## src/rtl/bus_master_ahb_syn.sv

```systemverilog
// Single-transfer AHB-Lite initiator.
// Command/response handshake in, SINGLE NONSEQ 32-bit transfers out.
module bus_master_ahb_syn #(
    parameter int          ADDR_WIDTH     = 8,
    parameter logic [31:0] BASE_ADDR      = 32'h0000_0000,
    parameter int          TIMEOUT_CYCLES = 256
) (
    input  logic                  ahb_clk,
    input  logic                  ahb_reset,
    input  logic                  cmd_valid,
    output logic                  cmd_ready,
    input  logic                  cmd_write,
    input  logic [ADDR_WIDTH-1:0] cmd_addr,
    input  logic [31:0]           cmd_wdata,
    output logic                  rsp_valid,
    output logic [31:0]           rsp_rdata,
    output logic                  rsp_err,
    output logic                  rsp_timeout,
    output logic [31:0]           ahb_haddr,
    output logic [2:0]            ahb_hburst,
    output logic                  ahb_hmastlock,
    output logic [3:0]            ahb_hprot,
    output logic [2:0]            ahb_hsize,
    output logic [1:0]            ahb_htrans,
    output logic                  ahb_hwrite,
    output logic [31:0]           ahb_hwdata,
    output logic                  ahb_hsel,
    input  logic                  ahb_hready,
    input  logic                  ahb_hresp,
    input  logic [31:0]           ahb_hrdata
);

    localparam int CW = (TIMEOUT_CYCLES > 0) ? $clog2(TIMEOUT_CYCLES + 1) : 1;
    localparam logic [CW-1:0] TO_MAX = CW'(TIMEOUT_CYCLES);
    localparam bit TO_EN = (TIMEOUT_CYCLES > 0);
    localparam logic [29-ADDR_WIDTH:0] BASE_HI = BASE_ADDR[31:ADDR_WIDTH+2];
    localparam logic [1:0] HT_IDLE = 2'b00;
    localparam logic [1:0] HT_NSEQ = 2'b10;

    typedef enum logic [1:0] {
        S_IDLE,
        S_ADDR,
        S_DATA,
        S_RESP
    } state_t;

    state_t         state_q, state_d;
    logic [CW-1:0]  cnt_q, cnt_d, cnt_inc;
    logic           to_hit;
    logic [1:0]     htrans_q, htrans_d;
    logic           hsel_q, hsel_d;
    logic [31:0]    haddr_q, haddr_d;
    logic           hwrite_q, hwrite_d;
    logic [31:0]    hwdata_q, hwdata_d;
    logic [31:0]    wdata_q, wdata_d;
    logic           rvalid_q, rvalid_d;
    logic [31:0]    rdata_q, rdata_d;
    logic           rerr_q, rerr_d;
    logic           rto_q, rto_d;

    assign cmd_ready     = (state_q == S_IDLE);
    assign rsp_valid     = rvalid_q;
    assign rsp_rdata     = rdata_q;
    assign rsp_err       = rerr_q;
    assign rsp_timeout   = rto_q;
    assign ahb_haddr     = haddr_q;
    assign ahb_hburst    = 3'b000;
    assign ahb_hmastlock = 1'b0;
    assign ahb_hprot     = 4'b0011;
    assign ahb_hsize     = 3'b010;
    assign ahb_htrans    = htrans_q;
    assign ahb_hwrite    = hwrite_q;
    assign ahb_hwdata    = hwdata_q;
    assign ahb_hsel      = hsel_q;

    // Timeout counter saturates; the abort fires on the last allowed stalled cycle.
    assign cnt_inc = (cnt_q == TO_MAX) ? cnt_q : cnt_q + CW'(1);
    assign to_hit  = TO_EN && (cnt_q >= TO_MAX - CW'(1));

    // Next-state and registered-output logic; a completing hready beats the timeout.
    always_comb begin
        state_d  = state_q;
        cnt_d    = cnt_q;
        htrans_d = htrans_q;
        hsel_d   = hsel_q;
        haddr_d  = haddr_q;
        hwrite_d = hwrite_q;
        hwdata_d = hwdata_q;
        wdata_d  = wdata_q;
        rvalid_d = 1'b0;
        rdata_d  = rdata_q;
        rerr_d   = rerr_q;
        rto_d    = rto_q;
        unique case (state_q)
            S_IDLE: begin
                if (cmd_valid) begin
                    state_d  = S_ADDR;
                    cnt_d    = '0;
                    htrans_d = HT_NSEQ;
                    hsel_d   = 1'b1;
                    haddr_d  = {BASE_HI, cmd_addr, 2'b00};
                    hwrite_d = cmd_write;
                    wdata_d  = cmd_wdata;
                end
            end
            S_ADDR: begin
                if (ahb_hready) begin
                    state_d  = S_DATA;
                    cnt_d    = cnt_inc;
                    htrans_d = HT_IDLE;
                    hsel_d   = 1'b0;
                    hwdata_d = wdata_q;
                end else if (to_hit) begin
                    state_d  = S_RESP;
                    htrans_d = HT_IDLE;
                    hsel_d   = 1'b0;
                    rvalid_d = 1'b1;
                    rdata_d  = '0;
                    rerr_d   = 1'b1;
                    rto_d    = 1'b1;
                end else begin
                    cnt_d = cnt_inc;
                end
            end
            S_DATA: begin
                if (ahb_hready) begin
                    state_d  = S_RESP;
                    rvalid_d = 1'b1;
                    rdata_d  = hwrite_q ? 32'h0 : ahb_hrdata;
                    rerr_d   = ahb_hresp;
                    rto_d    = 1'b0;
                end else if (to_hit) begin
                    state_d  = S_RESP;
                    rvalid_d = 1'b1;
                    rdata_d  = '0;
                    rerr_d   = 1'b1;
                    rto_d    = 1'b1;
                end else begin
                    cnt_d = cnt_inc;
                end
            end
            S_RESP: begin
                state_d = S_IDLE;
            end
        endcase
    end

    // State and output registers with synchronous reset.
    always_ff @(posedge ahb_clk) begin
        if (ahb_reset) begin
            state_q  <= S_IDLE;
            cnt_q    <= '0;
            htrans_q <= HT_IDLE;
            hsel_q   <= 1'b0;
            haddr_q  <= '0;
            hwrite_q <= 1'b0;
            hwdata_q <= '0;
            wdata_q  <= '0;
            rvalid_q <= 1'b0;
            rdata_q  <= '0;
            rerr_q   <= 1'b0;
            rto_q    <= 1'b0;
        end else begin
            state_q  <= state_d;
            cnt_q    <= cnt_d;
            htrans_q <= htrans_d;
            hsel_q   <= hsel_d;
            haddr_q  <= haddr_d;
            hwrite_q <= hwrite_d;
            hwdata_q <= hwdata_d;
            wdata_q  <= wdata_d;
            rvalid_q <= rvalid_d;
            rdata_q  <= rdata_d;
            rerr_q   <= rerr_d;
            rto_q    <= rto_d;
        end
    end

endmodule

```

## config.mk

```make
export PLATFORM = sky130hd
export DESIGN_NAME = bus_master_ahb_syn
export DESIGN_NICKNAME = d
export VERILOG_FILES = /design/src/rtl/bus_master_ahb_syn.sv
export SDC_FILE = /design/constraint.sdc
export NUM_CORES = 1
export LEC_CHECK = 0
export BUFFER_PORTS_ARGS = -buffer_cell sky130_fd_sc_hd__buf_2
export CAP_MARGIN = 25
export CORE_MARGIN = 1.5
export CORE_UTILIZATION = 30
export CTS_BUF_LIST = sky130_fd_sc_hd__clkbuf_2 sky130_fd_sc_hd__clkbuf_4 sky130_fd_sc_hd__clkbuf_8
export CTS_CLUSTER_DIAMETER = 80
export DETAILED_ROUTE_END_ITERATION = 16
export SLEW_MARGIN = 20
export SYNTH_ARGS = -nofsm -noshare
export SYNTH_HDL_FRONTEND = slang
export SYNTH_SLANG_ARGS = --single-unit
```

## constraint.sdc

```tcl
create_clock -name ahb_clk -period 3 [get_ports ahb_clk]
set_clock_uncertainty 0.2 [all_clocks]
set_input_delay 0.9 -clock ahb_clk [delete_from_list [all_inputs] [get_ports ahb_clk]]
set_output_delay 0.9 -clock ahb_clk [all_outputs]
set_load 0.1 [all_outputs]
```

# ---- After elaboration in Yosys (flattened, before gate mapping)
# Index checks and enable logic that the tools add are counted.
dict set report op_classes {
  add_sub_neg 1
  eq_ne 8
  n_lt_le_gt_ge 1
  reduce_logical 9
  mux 36
}
# operator count
set ops {}
lappend ops {{32-bit two-way mux} 4}
lappend ops {{32-bit case mux with 2 select lines} 1}
lappend ops {{9-bit two-way mux} 5}
lappend ops {{9-bit case mux with 3 select lines} 1}
lappend ops {{2-bit two-way mux} 7}
lappend ops {{1-bit two-way mux} 12}
lappend ops {{9-bit by 1-bit adder with 9-bit output, second input constant} 1}
lappend ops {{9-bit == test, second input constant} 1}
lappend ops {{9-bit by 8-bit greater-or-equal comparator with 1-bit output, second input constant} 1}
lappend ops {{1-bit case mux with 2 select lines} 4}
lappend ops {{2-bit case mux with 4 select lines} 1}
lappend ops {{2-bit != test, second input constant} 3}
lappend ops {{2-bit AND reduction} 3}
lappend ops {{3-bit AND reduction} 2}
lappend ops {{2-bit == test, second input constant} 2}
lappend ops {{2-bit case mux with 2 select lines} 1}
lappend ops {{2-bit nonzero test} 2}
lappend ops {{3-bit != test, second input constant} 1}
lappend ops {{3-bit nonzero test} 1}
lappend ops {{2-bit by 1-bit == test with 1-bit output, second input constant} 1}
lappend ops {{2-bit logical NOT} 1}
dict set report word_totals {
  reg_bits 122
  inputBits 78
  elab_cells 67
  output_inout_bits 115
}

# ---- Logic depth before layout (Yosys ltp)
dict set report logic_depth {
  word_depth 5
  ltp_mapped 9
  ltp_nobuf 8
}

# ---- Worst setup path before layout
# No wires, ideal clock.
dict set report synth_path {
  kind {register -> register}
  startpoint {register state_q[0]}
  endpoint {register cnt_q[6]}
  path_buffers 0
  arrival_time_ns 2.303
  path_stages_with_launch 7
  setup_time_ns 0.119
  t_required_ns 2.681
  synth_period_minus_slack_ns 2.621
  path_slack_ns 0.379
  path_cell_list {dfxtp_1 inv_1 ha_1 or3_1 nand3_1 or3_1 o221a_2}
}
dict set report synth_between {
  elab_chain_len 3
  elab_cells_between_ends 8
  cone_classes {eq/ne: 4; mux: 1; reduce/logical: 3}
}
# item line
set synth_lines {}
lappend synth_lines {{start: declaration} 47} ;# state_t state_q, state_d;
lappend synth_lines {{start signal: assignment} 164} ;# state_q <= state_d;
lappend synth_lines {{2-bit logical NOT (*)} --}
lappend synth_lines {{net cmd_ready} 11} ;# output logic cmd_ready,
lappend synth_lines {{2-bit != test (no source line) or 3-bit nonzero test (tied branches)} --}
lappend synth_lines {{3-bit AND reduction (no source line)} --}
lappend synth_lines {{end signal: assignment} 165} ;# cnt_q <= cnt_d;
lappend synth_lines {{end: declaration} 48} ;# logic [CW-1:0] cnt_q, cnt_d, cnt_inc;
# Mark *: on every way through the listed nets, which the timed path passes. The rest lies on a longest branch.
# A chain may end at the register's enable or synchronous reset.

# ---- Final worst setup path
dict set report layout_path {
  startpoint {register state_q[0]}
  endpoint {output port cmd_ready}
}
dict set report layout_between {
  elab_chain_len 1
}
# item line
set layout_lines {}
lappend layout_lines {{2-bit logical NOT} 61} ;# assign cmd_ready = (state_q == S_IDLE);
lappend layout_lines {{end: declaration} 11}
# No other way between the ends.

==> flow_metrics.env <==
export IMPL_totalNegativeSetupSlack_ns=0
export IMPL_clk_insertion_delay_late_ns=0.43
export IMPL_ys_async_sr_fraction_pct=0
export IMPL_period_needed_ns=2.80
export IMPL_synth_compound_area_share_pct=18.5
export IMPL_synthCells=619
export IMPL_antenna_left=0
export IMPL_rows=46
export IMPL_cellPowerDensity_mw_per_mm2=681
export IMPL_detail_route_wirelength_um=12800
export IMPL_synth_top_family_by_area="simple AND/OR/NAND/NOR gates"
export IMPL_cts_hold_fix_buffers=0
export IMPL_worstSetupEndpointType="output pin"
export IMPL_criticalPathCategory="reg2out"
export IMPL_total_clock_sinks=120
export IMPL_power_frac_comb_pct=22.3
export IMPL_dieArea_mm2=0.0172
export IMPL_drt_pre_antenna_iters=4
export IMPL_synthAdderAreaFrac_pct=1.52
export IMPL_num_fill_cells=1716
export IMPL_max_freq_ghz=0.358
export IMPL_synth_top_area_share_pct=48.8
export IMPL_p_sw_share_pct=34.8
export IMPL_cp_required_ns=1.90
export IMPL_finalWeightedCongestion=0.800
export IMPL_period_share_pct=93.2
export IMPL_initial_utilization_pct=30.9
export IMPL_tightestPinTransition_ns=0.675
export IMPL_clkSlewWorstSetupHoldPaths_ns=0.07
export IMPL_drive_above_1_share_pct=27.2
export IMPL_power_sequential_fraction_pct=40.1
export IMPL_power_net_switching_mw=1.48
export IMPL_finalSetupViolCount=0
export IMPL_post_place_cells=961
export IMPL_p_clk_share_pct=37.7
export IMPL_synthMuxAreaShare_pct=0
export IMPL_antenna_diode_count=0
export IMPL_setup_worst_path_start_class="register"
export IMPL_synth_edf_count=0
export IMPL_via_per_inst=4.60
export IMPL_post_cts_setup_buffers=0
export IMPL_floorplan_die_height_um=131
export IMPL_grt_max_degree=76
export IMPL_report_final_hold_viol_count=0
export IMPL_drc=0
export IMPL_synth_simple_area_share_pct=21.7
export IMPL_synth_largest_area_cell="sky130_fd_sc_hd__dfxtp_1"
export IMPL_vdd_ir_drop_max_v=0.000288
export IMPL_vias=4565
export IMPL_critical_path_peak_fanout=10
export IMPL_post_layout_nonfiller_instances=993
export IMPL_floorplan_die_width_um=131
export IMPL_detailedPlacementHpwl_um=8520
export IMPL_synth_seq_cells=120
export IMPL_antenna_found_initial=0
export IMPL_layout_area_overhead_vs_synth_pct=27.0
export IMPL_run_status="finished clean"
export IMPL_critPathArrivalTime_ns=1.70
export IMPL_first_global_vias=4231
export IMPL_cts_made_buffers=17
export IMPL_boundaryPins=193
export IMPL_cts_htree_levels=4
export IMPL_post_synth_num_cell_types=44
export IMPL_yosys_top_cells_area="sky130_fd_sc_hd__dfxtp_1 (49%), sky130_fd_sc_hd__nand2_1 (14%), sky130_fd_sc_hd__a21oi_1 (7.8%)"
export IMPL_ys_flop_type="sky130_fd_sc_hd__dfxtp_1"
export IMPL_netlist_area_mm2=0.00493
export IMPL_yosysWarnings=0
export IMPL_internal_power_mw=2.78
export IMPL_grt_use_total_pct=15.0
export IMPL_dr_first_iter_drc_count=234
export IMPL_avgSynthCellArea_um2=7.96
export IMPL_setup_repair_after_global_routing_missed_its_margin="no"
export IMPL_postCtsResizedCells=0
export IMPL_globalRoute_totalOverflow=0
export IMPL_core_region_area_mm2=0.0159
export IMPL_nets=848
export IMPL_hp_class="reg2reg"
export IMPL_synth_commonest_cells="sky130_fd_sc_hd__nand2_1 (187), sky130_fd_sc_hd__dfxtp_1 (120), sky130_fd_sc_hd__a21oi_1 (77)"
export IMPL_drv_cap=0
export IMPL_yosys_cell_count_top_type="sky130_fd_sc_hd__nand2_1"
export IMPL_cts_root_buffer="sky130_fd_sc_hd__clkbuf_8"
export IMPL_p_leak_nw=2.63
export IMPL_max_slew_margin_rel_pct=54.9
export IMPL_yosysSeqAreaShare_pct=48.8
export IMPL_slew_viol_final=0
export IMPL_cts_tree="done"
export IMPL_routed_wire_length_per_instance_um=12.9
export IMPL_yosys_area_share_xor_xnor_pct=0
export IMPL_cts_root_to_sink_buffers=2
export IMPL_place_port_buffers=156
export IMPL_grt_first_pass_wirelength_um=21000
## final cells by class
| cell class | count | area [µm²] | share of cell area, % |
|---|---|---|---|
| clock buffers | 23 | 304 | 4.86 |
| clock inverters | 9 | 138 | 2.20 |
| inverters | 9 | 33.8 | 0.540 |
| multi-input cells | 448 | 2200 | 35.2 |
| flip-flops and latches | 120 | 2400 | 38.4 |
| well taps | 216 | 270 | 4.32 |
| repair buffers | 168 | 906 | 14.5 |
## worst paths after layout
kind / startpoint / end / slack [ns] / depth (start not counted)
worst max register to register: cnt_q[0] / rsp_rdata[8] / 0.39 / 9
worst min register to register: wdata_q[31] / ahb_hwdata[31] / 0.24 / 2
worst min-delay path: wdata_q[31] / ahb_hwdata[31] / 0.24 / 2
worst max-delay path: state_q[0] / cmd_ready / 0.20 / 3
## critical path, cell delays in order (launching register included)
cell and delay (ns):
sky130_fd_sc_hd__dfxtp_1 0.34, sky130_fd_sc_hd__inv_1 0.09, sky130_fd_sc_hd__ha_1 0.33, sky130_fd_sc_hd__buf_2 0.50
## power by group through the flow
stage	sequential, mW	combinational [mW]	clock, mW
3_3_place_gp	1.74	0.946	0
2_1_floorplan	1.98	0.560	0
4_1_cts	1.71	0.955	1.66
5_1_grt	1.72	1.01	1.74
6_report	1.71	0.948	1.60
3_5_place_dp	1.74	0.954	0
## cell families (layout without fill, tap and decap cells)
logic type      Yosys count  count (layout)
other cells               2              36
buf+inv                  85             209
compound gates          144             144
flops                   120             120
fa+ha+maj                 6               6
simple gates            262             262
## state kept, by name (all words and copies together) (netlist names)
register and cells:
ahb_hwdata 32, rsp_rdata 32, wdata_q 32, cnt_q 9, ahb_haddr 8, state_q 2, ahb_htrans 1, ahb_hwrite 1
rsp_err 1, rsp_timeout 1, rsp_valid 1
## placed cells by master (no fill, tap or decap), types with 2 or more instances in the layout
| cell | netlist | final |
|---|---|---|
| sky130_fd_sc_hd__a211oi_1 | 36 | 36 |
| sky130_fd_sc_hd__a21oi_1 | 77 | 77 |
| sky130_fd_sc_hd__and3_1 | 4 | 4 |
| sky130_fd_sc_hd__buf_12 | 0 | 2 |
| sky130_fd_sc_hd__buf_2 | 3 | 155 |
| sky130_fd_sc_hd__buf_4 | 37 | 10 |
| sky130_fd_sc_hd__bufinv_16 | 0 | 3 |
| sky130_fd_sc_hd__clkbuf_4 | 0 | 2 |
| sky130_fd_sc_hd__clkbuf_8 | 0 | 21 |
| sky130_fd_sc_hd__clkinvlp_4 | 0 | 4 |
| sky130_fd_sc_hd__conb_1 | 2 | 36 |
| sky130_fd_sc_hd__dfxtp_1 | 120 | 120 |
| sky130_fd_sc_hd__ha_1 | 6 | 6 |
| sky130_fd_sc_hd__inv_1 | 9 | 9 |
| sky130_fd_sc_hd__nand2_1 | 187 | 187 |
| sky130_fd_sc_hd__nand3_1 | 8 | 8 |
| sky130_fd_sc_hd__nor2_1 | 45 | 43 |
| sky130_fd_sc_hd__nor2_2 | 0 | 2 |
| sky130_fd_sc_hd__nor2b_1 | 2 | 2 |
| sky130_fd_sc_hd__o211ai_1 | 2 | 2 |
| sky130_fd_sc_hd__o21a_1 | 4 | 4 |
| sky130_fd_sc_hd__o21ai_0 | 5 | 5 |
| sky130_fd_sc_hd__o221a_1 | 2 | 2 |
| sky130_fd_sc_hd__o221a_2 | 3 | 3 |
| sky130_fd_sc_hd__o32ai_1 | 3 | 3 |
| sky130_fd_sc_hd__or3_1 | 5 | 5 |
## per-layer routing
layer	global-route usage [%]	vias up	part of all wire (%)	wire (µm)
met4	7.74	0	2.9	371
met1	18.7	2108	45	5700
met3	4.98	28	6.0	771
met5	0	-	0	0
met2	23.2	135	46	5930
li1	-	2294	-	-
## per-stage QoR
stage	power [mW]	hold slack [ns]	util, %	worst slack, ns	cell area [µm²]
after floorplan	2.54	0.232	-	0.379	5050
after CTS	4.32	0.247	39.2	0.172	6260
after detailed placement	2.70	0.242	36.5	0.389	5810
final	4.26	0.243	39.2	0.203	6260
after global routing	4.47	0.256	39.2	0.0800	6260
after global placement	2.69	0.239	36.4	0.159	5800
Note: power is estimated with default switching activity, not from simulation.
